## config.mk

```make
export PLATFORM = sky130hd
export DESIGN_NAME = unidade_busca
export DESIGN_NICKNAME = d
export VERILOG_FILES = /design/src/rtl/pkg_mips.sv /design/src/rtl/fila_instrucao.sv /design/src/rtl/unidade_busca.sv
export SDC_FILE = /design/constraint.sdc
export NUM_CORES = 1
export LEC_CHECK = 0
export ABC_CLOCK_PERIOD_IN_PS = 4370
export CAP_MARGIN = 10
export CORE_ASPECT_RATIO = 0.75
export CORE_MARGIN = 5
export CORE_UTILIZATION = 57
export DETAILED_ROUTE_END_ITERATION = 16
export DONT_BUFFER_PORTS = 1
export GPL_ROUTABILITY_DRIVEN = 0
export PLACE_DENSITY = 0.75
export SKIP_LAST_GASP = 1
export SLEW_MARGIN = 10
export SYNTH_ARGS = -nofsm -noshare
export SYNTH_HDL_FRONTEND = slang
export SYNTH_SLANG_ARGS = --single-unit
```

## constraint.sdc

```tcl
create_clock -name clock -period 4.37 [get_ports clock]
set_clock_uncertainty 0.05 [all_clocks]
set_input_delay 0.874 -clock clock [delete_from_list [all_inputs] [get_ports clock]]
set_output_delay 0.874 -clock clock [all_outputs]
set_load 0.03 [all_outputs]
```

## src/rtl/pkg_mips.sv

```systemverilog
// Shared definitions for the MIPS fetch path: word width, memory size and fetch states.
package pkg_mips;

    localparam int PALAVRA_W      = 32;
    localparam int TAM_MEM_PADRAO = 32;

    typedef enum logic [1:0] {
        PARADO   = 2'd0,
        BUSCANDO = 2'd1,
        FIM      = 2'd2
    } estado_t;

endpackage

```

## src/rtl/fila_instrucao.sv

```systemverilog
// Two-entry synchronous FIFO holding {pc, instrucao} pairs; flush beats push and pop.
module fila_instrucao #(
    parameter int DATA_W = 64
) (
    input  logic              clock,
    input  logic              reset,
    input  logic              push,
    input  logic              pop,
    input  logic              flush,
    input  logic [DATA_W-1:0] dado,
    output logic [1:0]        count,
    output logic [DATA_W-1:0] cabeca
);

    logic [DATA_W-1:0] slot0;
    logic [DATA_W-1:0] slot1;
    logic              pop_ef;
    logic              push_ef;
    logic [1:0]        ocupacao;

    assign pop_ef   = pop && (count != 2'd0) && !flush;
    assign push_ef  = push && !flush && ((count != 2'd2) || pop_ef);
    assign ocupacao = count - {1'b0, pop_ef};
    assign cabeca   = (count == 2'd0) ? '0 : slot0;

    always_ff @(posedge clock) begin
        if (reset || flush) begin
            count <= 2'd0;
        end else begin
            case ({push_ef, pop_ef})
                2'b10:   count <= count + 2'd1;
                2'b01:   count <= count - 2'd1;
                default: count <= count;
            endcase
        end
    end

    // Head always lives in slot0; a pop shifts slot1 forward before the new entry lands.
    always_ff @(posedge clock) begin
        if (pop_ef) begin
            slot0 <= slot1;
        end
        if (push_ef) begin
            if (ocupacao == 2'd0) begin
                slot0 <= dado;
            end else begin
                slot1 <= dado;
            end
        end
    end

endmodule

```

## src/rtl/unidade_busca.sv

```systemverilog
// Instruction-fetch controller: owns the PC, fills the two-entry buffer and applies redirects.
module unidade_busca
    import pkg_mips::*;
#(
    parameter int          TAM_MEM     = TAM_MEM_PADRAO,
    parameter logic [31:0] END_INICIAL = 32'd0
) (
    input  logic        clock,
    input  logic        reset,
    input  logic        habilita,
    output logic [31:0] endMem,
    input  logic [31:0] instrucaoMem,
    input  logic        desvio,
    input  logic [31:0] endDesvio,
    output logic        valido,
    input  logic        pronto,
    output logic [31:0] instrucao,
    output logic [31:0] pcSaida,
    output logic        fim,
    output logic        erro
);

    localparam logic [31:0] LIMITE = 32'(TAM_MEM);
    localparam logic [31:0] ULTIMO = 32'(TAM_MEM - 1);

    estado_t     estado;
    estado_t     estado_prox;
    logic [31:0] pc;
    logic [31:0] pc_prox;
    logic        erro_prox;
    logic        push;
    logic        pop;
    logic [1:0]  count;
    logic [63:0] cabeca;

    assign endMem    = pc;
    assign valido    = (count != 2'd0);
    assign pop       = valido && pronto;
    assign pcSaida   = cabeca[63:32];
    assign instrucao = cabeca[31:0];
    assign fim       = (estado == FIM);

    // Fetching stops in the same cycle habilita drops, so a paused bench sees no surprise push.
    assign push = (estado == BUSCANDO) && habilita && !desvio &&
                  ((count != 2'd2) || pop);

    always_comb begin
        estado_prox = estado;
        pc_prox     = pc;
        erro_prox   = erro;
        if (desvio) begin
            if (endDesvio < LIMITE) begin
                pc_prox = endDesvio;
                if (!habilita) begin
                    estado_prox = PARADO;
                end else if (estado == FIM) begin
                    estado_prox = BUSCANDO;
                end
            end else begin
                erro_prox   = 1'b1;
                estado_prox = FIM;
            end
        end else begin
            case (estado)
                PARADO: begin
                    if (habilita) estado_prox = BUSCANDO;
                end
                BUSCANDO: begin
                    if (!habilita) begin
                        estado_prox = PARADO;
                    end else if (push) begin
                        if (pc == ULTIMO) begin
                            estado_prox = FIM;
                        end else begin
                            pc_prox = pc + 32'd1;
                        end
                    end
                end
                default: estado_prox = FIM;
            endcase
        end
    end

    always_ff @(posedge clock) begin
        if (reset) begin
            estado <= PARADO;
            pc     <= END_INICIAL;
            erro   <= 1'b0;
        end else begin
            estado <= estado_prox;
            pc     <= pc_prox;
            erro   <= erro_prox;
        end
    end

    fila_instrucao #(
        .DATA_W(64)
    ) u_fila (
        .clock (clock),
        .reset (reset),
        .push  (push),
        .pop   (pop),
        .flush (desvio),
        .dado  ({pc, instrucaoMem}),
        .count (count),
        .cabeca(cabeca)
    );

endmodule

```

# After elaboration in Yosys (flattened, before gate mapping)
# Cells that the tools add are included.
# totals
regBits	165
latchBits	0
mem_bits_rw	0
rom_bits	0
out_inout_bits	99
n_memories	0
# op_classes
n_addsub	4
n_mul	0
div	0
n_lt_le_gt_ge	1
n_eq_ne	12
n_shift	0
muxes	20
bitwise_logic	2
n_reduce_logical	24
# ops
op	count
$mux W64	4
$mux W32	6
$add A32 B1 Y32 const B	1
$eq A32 B5 Y1 const B	1
$lt A32 B6 Y1 const B	1
$mux W2	8
$reduce_bool A2 Y1	5
$logic_and A1 B1 Y1	8
$ne A4 B3 Y1 const B	2
$pmux W2 S2	2
$logic_not A2 Y1	3
$reduce_and A5 Y1	1
$eq A2 B1 Y1 const B	2
$eq A2 B2 Y1 const B	2
$ne A2 B2 Y1 const B	2
$ne A4 B4 Y1 const B	1
$reduce_and A2 Y1	2
$reduce_and A4 Y1	1
$logic_or A1 B1 Y1	3
$ne A3 B3 Y1 const B	1
$add A2 B1 Y2 const B	1
$ne A2 B1 Y1 const B	1
$not A1 Y1	2
$sub A2 B1 Y2	1
other kinds (2)	2

# Depth between registers and ports, before layout
# Gate-level depths: netlist (run 1).
# depth
ltp_word	8
mapped_depth	9
ltp_nobuf	9

# Modules after synthesis
# Synthesis (run 1) repeated with hierarchy kept, for this count alone.
# hier_totals
cells_unflattened	804
hier_area_um2	7571.0
# by_module_without_submodules
module	instances	cells_each	area_each_um2
fila_instrucao	1	526	5405.2
unidade_busca	1	278	2165.8

# Worst setup path after synthesis (run 1)
# OpenSTA, ideal clock, no wires.
# synth_path
path_type	input port to flip-flop
start	input desvio
end	register u_fila.slot1[0] (enable)
arrival_time_ns	3.916
path_slack_ns	-0.082
stages	4
cell_sequence	clkinv_1 > nand2_1 > a22oi_1 > nor2_1
# synth_via
elab_chain_len	6
# synth_rtl
item	line	text
start, declared	unidade_busca.sv:13	input logic desvio,
$logic_not A1 Y1 (*)	fila_instrucao.sv:21, fila_instrucao.sv:22, unidade_busca.sv:44	
$logic_and A1 B1 Y1, on equally long branches	fila_instrucao.sv:21, unidade_busca.sv:44	
$sub A2 B1 Y2 / $logic_and A1 B1 Y1 (equally long branches)	fila_instrucao.sv:23, unidade_busca.sv:44	
$logic_not A2 Y1 / $logic_and A1 B1 Y1 (equally long branches)	fila_instrucao.sv:44, fila_instrucao.sv:22	
$not A1 Y1 (no line) / $logic_and A1 B1 Y1 (equally long branches)	--	
$reduce_and A2 Y1 (no line) (*)	--	
end signal, assigned	fila_instrucao.sv:47	slot1 <= dado;
end, declared	fila_instrucao.sv:16	logic [DATA_W-1:0] slot1;
# Every way passes the cells marked *; elsewhere a longest branch is shown, timed or not.
# A chain may end at the register's enable or synchronous reset.

# Final worst setup path (run 1)
# layout_path
start	register u_fila.count[0]
end	output pcSaida[16]
# layout_via
elab_chain_len	2
# layout_rtl
item	line	text
start, declared	fila_instrucao.sv:11	output logic [1:0] count,
start signal, assigned	fila_instrucao.sv:31	2'b10: count <= count + 2'd1;
start signal, assigned	fila_instrucao.sv:32	2'b01: count <= count - 2'd1;
start signal, assigned	fila_instrucao.sv:33	default: count <= count;
$logic_not A2 Y1	fila_instrucao.sv:24	assign cabeca = (count == 2'd0) ? '0 : slot0;
$mux W64	fila_instrucao.sv:24	
end, declared	unidade_busca.sv:18	output logic [31:0] pcSaida,
# No other way between the ends.

==> results of run 1 <==
## synth_stat cells (3+ instances only)
cell	instances
sky130_fd_sc_hd__a41oi_1	4
sky130_fd_sc_hd__nor2b_1	3
sky130_fd_sc_hd__nand3_1	15
sky130_fd_sc_hd__nand2_1	86
sky130_fd_sc_hd__dfxtp_1	101
sky130_fd_sc_hd__and2_1	66
sky130_fd_sc_hd__buf_2	8
sky130_fd_sc_hd__a211oi_1	11
sky130_fd_sc_hd__inv_1	7
sky130_fd_sc_hd__a22oi_1	3
sky130_fd_sc_hd__o31ai_1	3
sky130_fd_sc_hd__a31o_2	3
sky130_fd_sc_hd__a21oi_1	31
sky130_fd_sc_hd__buf_1	5
sky130_fd_sc_hd__o21ai_0	84
sky130_fd_sc_hd__nand4_1	3
sky130_fd_sc_hd__nor2_1	31
sky130_fd_sc_hd__clkbuf_1	41
sky130_fd_sc_hd__nor4_1	14
sky130_fd_sc_hd__and3_1	4
sky130_fd_sc_hd__a311oi_1	4
sky130_fd_sc_hd__edfxtp_1	64
sky130_fd_sc_hd__a31oi_1	13
sky130_fd_sc_hd__mux2i_1	66
sky130_fd_sc_hd__nor3_1	11
sky130_fd_sc_hd__or2_2	5
## through the flow
stage / std cells / total power [mW] / cell area [sq um] / utilization (%) / hold slack [ns]
2_1_floorplan: 721 / 1.82 / 7220 / - / 0.442
3_3_place_gp: 839 / 1.82 / 7280 / 59.0 / 0.455
3_5_place_dp: 839 / 1.84 / 7280 / 59.0 / 0.468
4_1_cts: 870 / 3.43 / 7930 / 64.2 / 0.460
5_1_grt: 870 / 3.53 / 7930 / 64.2 / 0.452
6_report: 870 / 3.40 / 7930 / 64.2 / 0.471
## power by group
part	switching, mW	total, mW	internal, mW
logic	0.0509	0.101	0.0497
clock network	0.629	1.60	0.973
registers	0.0374	1.70	1.66
## cells by family (layout without fill, tap and decap cells)
logic type,count (synthesis),after routing,synth area share [%]
and+or+nand+nor,253,253,18.1
AOI/OAI and AO/OA,169,169,14.0
DFF,165,165,54.7
muxes,66,66,9.16
buffers and inverters,63,46,3.43
xor gates and xnor gates,3,3,0.364
adders and majority gates,2,2,0.347
## worst max-delay path: stages, from the launching register on
cell and delay [ns]:
sky130_fd_sc_hd__dfxtp_1 0.48, sky130_fd_sc_hd__or2_2 0.74, sky130_fd_sc_hd__buf_4 0.34, sky130_fd_sc_hd__and2_1 0.36
## routing by layer
| metal | up-vias | routed length [um] | part of all wire (%) | global-route usage (%) |
|---|---|---|---|---|
| li1 | 2543 | - | - | - |
| met2 | 293 | 7730 | 45 | 35.6 |
| met3 | 20 | 1700 | 10 | 7.77 |
| met1 | 2480 | 7400 | 44 | 29.3 |
| met4 | 0 | 163 | 0.96 | 5.60 |
| met5 | - | 0 | 0 | 0 |
## area by class of cell
class                           instances  area [sq um]
Timing Repair Buffer                    7          52.6
Clock buffer                           17           425
Fill cell                             958          4420
Tap cell                              166           208
Inverter                                8          30.0
Clock inverter                         14           218
Sequential cell                       165          3940
Multi-Input combinational cell        493          3050
## flip-flops by register name (all words and copies together) (netlist names)
| name | cells |
|---|---|
| u_fila.slot1 | 64 |
| endMem | 32 |
| u_fila.count | 2 |
| estado | 2 |
| erro | 1 |
| u_fila.slot0 | 64 |
## final timing paths
check,from,endpoint,slack [ns]
worst min-delay path,reset,endMem[4],0.47
worst min register to register,u_fila.slot0[9],u_fila.slot0[9],0.48
worst max register to register,endMem[7],endMem[28],1.27
worst max-delay path,u_fila.count[0],pcSaida[16],1.07
==> run summary, run 1 <==
Synthesized cell area -> 7220 sq um
Critical path required time -> 3.45 ns
Syn_area_per_cell -> 10.0 sq um
Wire length of the first global-routing pass -> 26900 um
TritonCTS sink count -> 165
Number of warnings issued by yosys -> 0
Type of element capturing the critical path -> output pin
RSZ-0062 raised after global routing -> false
Total grt overflow -> 0
Worst path setup slack after routing -> 1.07 ns
Total of flip-flops plus latches after synthesis -> 165
Io pins -> 168
Leading area contributor after synthesis -> sky130_fd_sc_hd__dfxtp_1
CTS tree -> yes
Drt initial violations -> 492
Count of standard-cell rows -> 35
Buffers inserted during post-CTS setup optimization -> 0
Category of the critical setup timing path -> reg2out
Leading cell types in the layout, fill and taps excluded -> sky130_fd_sc_hd__dfxtp_1, sky130_fd_sc_hd__nand2_1, sky130_fd_sc_hd__o21ai_0
P per Cell Area -> 429 nW/um^2
Type of the worst min-delay path -> in2reg
Maximum number of pins on one net before global-route repair -> 69
Fraction of layout instances using a drive strength above 1 -> 7.53%
Vias in the first global route -> 5074
CTS buffer count -> 17
Rel. slew slack -> 40.5%
Detailed placement HPWL -> 11200 um
Leading cell type in the layout, fill and taps excluded -> sky130_fd_sc_hd__dfxtp_1
Number of antenna-violating nets in the routed design -> 0
Pin slew with the least headroom to its limit -> 0.892 ns
CTS clock-pin slew for the worst setup and hold paths -> 0.07 ns
Overall fraction of global-route tracks in use -> 22.3%
Most frequently used flop master after synthesis -> sky130_fd_sc_hd__dfxtp_1
DRC errors left -> 0
Max-Cap Viols -> 0
Crit path time final -> 3.30 ns
LEAKAGE -> 2.56 nW
Number of antenna violations at the first check in global routing -> 0
Average detailed-routed wire length per instance -> 19.5 um
CTS max path bufs -> 2
Largest vdd supply drop -> 319 uV
Die Y -> 107 um
Setup TNS Final -> 0 ns
Portion of synthesized cell area occupied by the leading cell type -> 28.0%
Outcome -> completed
Number of nets in the final layout -> 763
Count of port buffers added during placement -> 0
Initial cell density of the core -> 58.4%
Signed area change from the synthesized netlist to the final layout -> 9.85%
Final wirelength -> 17000 um
Placeable Area -> 12300 sq um
Count of cells along the worst hold path -> 1
Worst setup slack before clock tree synthesis -> 1.29 ns
Root Buffer Master -> sky130_fd_sc_hd__clkbuf_16
Proportion of synthesized chip area in sequential cells -> 54.7%
Die Footprint -> 15000 sq um
FFs w/ async S/R, synth -> 0%
Total number of vias -> 5336
Number of cells on the worst reg-to-reg path -> 6
Arrival time at the worst endpoint -> 2.37 ns
Biggest area contributors in the synthesized netlist -> sky130_fd_sc_hd__dfxtp_1, sky130_fd_sc_hd__edfxtp_1, sky130_fd_sc_hd__mux2i_1
Post-Syn Instances -> 721
Number of gates resized after cts -> 0
Setup-failing EPs final -> 0
Hold Vio Cnt, Final -> 0
Number of enable flip-flop cells after synthesis -> 64
Die Width -> 140 um
Startpoint Class -> flip-flop
# hold bufs at CTS -> 0
Vias per std cell -> 6.13
Deepest level of the CTS H-tree -> 4
Net count after synthesis -> 792
Detailed Routing Iterations Pass 1 -> 5
N_diodes -> 0
Fraction of the cycle the final worst path needs -> 75.4%
Critical-path maximum fanout -> 45
Post-synth cell types -> 54
Pins Over Slew Limit -> 0
Clk_lat worst skew -> 0.41 ns
Maximum frequency from static timing analysis -> 303 MHz
Power figures use the tool's default switching activity.
==> run 2: changes to the inputs <==
--- a/config.mk
+++ b/config.mk
@@ -5,15 +5,15 @@
 export SDC_FILE = /design/constraint.sdc
 export NUM_CORES = 1
 export LEC_CHECK = 0
-export ABC_CLOCK_PERIOD_IN_PS = 4370
+export ABC_CLOCK_PERIOD_IN_PS = 3400
 export CAP_MARGIN = 10
 export CORE_ASPECT_RATIO = 0.75
 export CORE_MARGIN = 5
-export CORE_UTILIZATION = 57
+export CORE_UTILIZATION = 62
 export DETAILED_ROUTE_END_ITERATION = 16
 export DONT_BUFFER_PORTS = 1
 export GPL_ROUTABILITY_DRIVEN = 0
-export PLACE_DENSITY = 0.75
+export PLACE_DENSITY = 0.78
 export SKIP_LAST_GASP = 1
 export SLEW_MARGIN = 10
 export SYNTH_ARGS = -nofsm -noshare
==> constraint.sdc (replaced) <==
create_clock -name clock -period 3.4 [get_ports clock]
set_clock_uncertainty 0.05 [all_clocks]
set_input_delay 0.68 -clock clock [delete_from_list [all_inputs] [get_ports clock]]
set_output_delay 0.68 -clock clock [all_outputs]
set_load 0.03 [all_outputs]
==> run 2 against run 1 <==
  * Register-to-register slack lost 0.81 ns
  * Utilization grew 5.6 points
  * Sequential share of layout area shrank 0.53 points
  * Critical path type unchanged
  * Critical endpoint is now pcSaida[14]
  * Die area shrank 7.4%
  * Total power grew 25%
  * Worst hold slack lost 0.19 ns
  * Clock power grew 21%
  * Routed wire length shrank 0.24%
  * Via count grew 0.43%
  * Flip-flop and latch count is the same
==> run summary, run 2 (same netlist as run 1, synthesis figures left out) <==
Setup-failing EPs final -> 0
Total number of vias -> 5359
# hold bufs at CTS -> 0
Arrival time at the worst endpoint -> 2.27 ns
Category of the critical setup timing path -> reg2out
Io pins -> 168
Drt initial violations -> 436
Type of the worst min-delay path -> in2reg
Detailed placement HPWL -> 11200 um
Number of gates resized after cts -> 0
Leading cell types in the layout, fill and taps excluded -> sky130_fd_sc_hd__dfxtp_1, sky130_fd_sc_hd__nand2_1, sky130_fd_sc_hd__o21ai_0
Die Y -> 103 um
CTS buffer count -> 17
Critical-path maximum fanout -> 41
Rel. slew slack -> 51.6%
Vias per std cell -> 6.18
Vias in the first global route -> 5167
Die Width -> 135 um
Wire length of the first global-routing pass -> 26900 um
Total grt overflow -> 0
Startpoint Class -> flip-flop
Type of element capturing the critical path -> output pin
Final wirelength -> 17000 um
P per Cell Area -> 531 nW/um^2
Setup TNS Final -> 0 ns
Count of port buffers added during placement -> 0
RSZ-0062 raised after global routing -> false
Maximum number of pins on one net before global-route repair -> 75
Maximum frequency from static timing analysis -> 333 MHz
Signed area change from the synthesized netlist to the final layout -> 11.0%
Number of antenna-violating nets in the routed design -> 0
Hold Vio Cnt, Final -> 0
Largest vdd supply drop -> 329 uV
Overall fraction of global-route tracks in use -> 24.4%
Number of antenna violations at the first check in global routing -> 0
Leading cell type in the layout, fill and taps excluded -> sky130_fd_sc_hd__dfxtp_1
Root Buffer Master -> sky130_fd_sc_hd__clkbuf_16
Initial cell density of the core -> 62.8%
TritonCTS sink count -> 165
Crit path time final -> 3.00 ns
Worst setup slack before clock tree synthesis -> 0.477 ns
CTS max path bufs -> 2
Buffers inserted during post-CTS setup optimization -> 0
Fraction of the cycle the final worst path needs -> 88.3%
Deepest level of the CTS H-tree -> 4
Count of standard-cell rows -> 34
Max-Cap Viols -> 0
Detailed Routing Iterations Pass 1 -> 5
N_diodes -> 0
Placeable Area -> 11500 sq um
Die Footprint -> 13900 sq um
Worst path setup slack after routing -> 0.397 ns
CTS clock-pin slew for the worst setup and hold paths -> 0.06 ns
Pins Over Slew Limit -> 0
Clk_lat worst skew -> 0.42 ns
DRC errors left -> 0
Outcome -> completed
CTS tree -> yes
Critical path required time -> 2.67 ns
Average detailed-routed wire length per instance -> 19.6 um
Number of nets in the final layout -> 781
LEAKAGE -> 2.64 nW
Pin slew with the least headroom to its limit -> 0.707 ns
Fraction of layout instances using a drive strength above 1 -> 9.96%
[run 2: cell types whose count changed in the layout (fill, tap and decap cells not counted), sizes merged]
cell      change
inv           +1
clkinv        +1
bufinv        -2
buf          +18
clkinvlp      +1
[run 2: critical path, cell delays in order, from the launching register on]
cell and delay (ns):
sky130_fd_sc_hd__dfxtp_1 0.49, sky130_fd_sc_hd__or2_2 0.58, sky130_fd_sc_hd__buf_4 0.37, sky130_fd_sc_hd__and2_1 0.39
[run 2: final cells by class]
| type | instances | area, sq um |
|---|---|---|
| Timing Repair Buffer | 25 | 213 |
| Tap cell | 144 | 180 |
| Inverter | 8 | 30.0 |
| Multi-Input combinational cell | 493 | 3050 |
| Clock buffer | 17 | 425 |
| Sequential cell | 165 | 3940 |
| Clock inverter | 15 | 170 |
| Fill cell | 843 | 3470 |
[run 2: layer usage]
layer  global-route usage (%)  wire, um  up-vias
met5                        0         0        -
met1                     33.0      7520     2574
li1                         -         -     2569
met4                     6.42        95        0
met2                     38.6      7950      208
met3                     7.69      1390        8
[run 2: worst paths after layout]
| path | startpoint | to | slack, ns | cells after the start |
|---|---|---|---|---|
| worst max-delay path | u_fila.count[1] | pcSaida[14] | 0.40 | 3 |
| worst min-delay path | reset | estado[1] | 0.28 | 1 |
| worst max register to register | endMem[13] | endMem[28] | 0.46 | 6 |
| worst min register to register | endMem[9] | endMem[9] | 0.43 | 1 |
[run 2: where the power goes]
group          leakage, nW  total [mW]  switching, mW  internal [mW]
Combinational        0.877       0.132         0.0673         0.0648
Clock                0.286        1.94          0.838           1.10
Sequential            1.48        2.18         0.0458           2.14
Total                 2.64        4.26          0.952           3.31
[run 2: stage by stage]
step | hold WS [ns] | utilization, % | instances | power, mW | cell area, sq um
6_report | 0.282 | 69.7 | 867 | 4.26 | 8010
5_1_grt | 0.262 | 69.7 | 867 | 4.40 | 8010
4_1_cts | 0.259 | 69.7 | 867 | 4.28 | 8010
2_1_floorplan | 0.442 | - | 721 | 2.34 | 7220
3_5_place_dp | 0.413 | 64.6 | 835 | 2.36 | 7420
3_3_place_gp | 0.412 | 64.6 | 835 | 2.34 | 7420
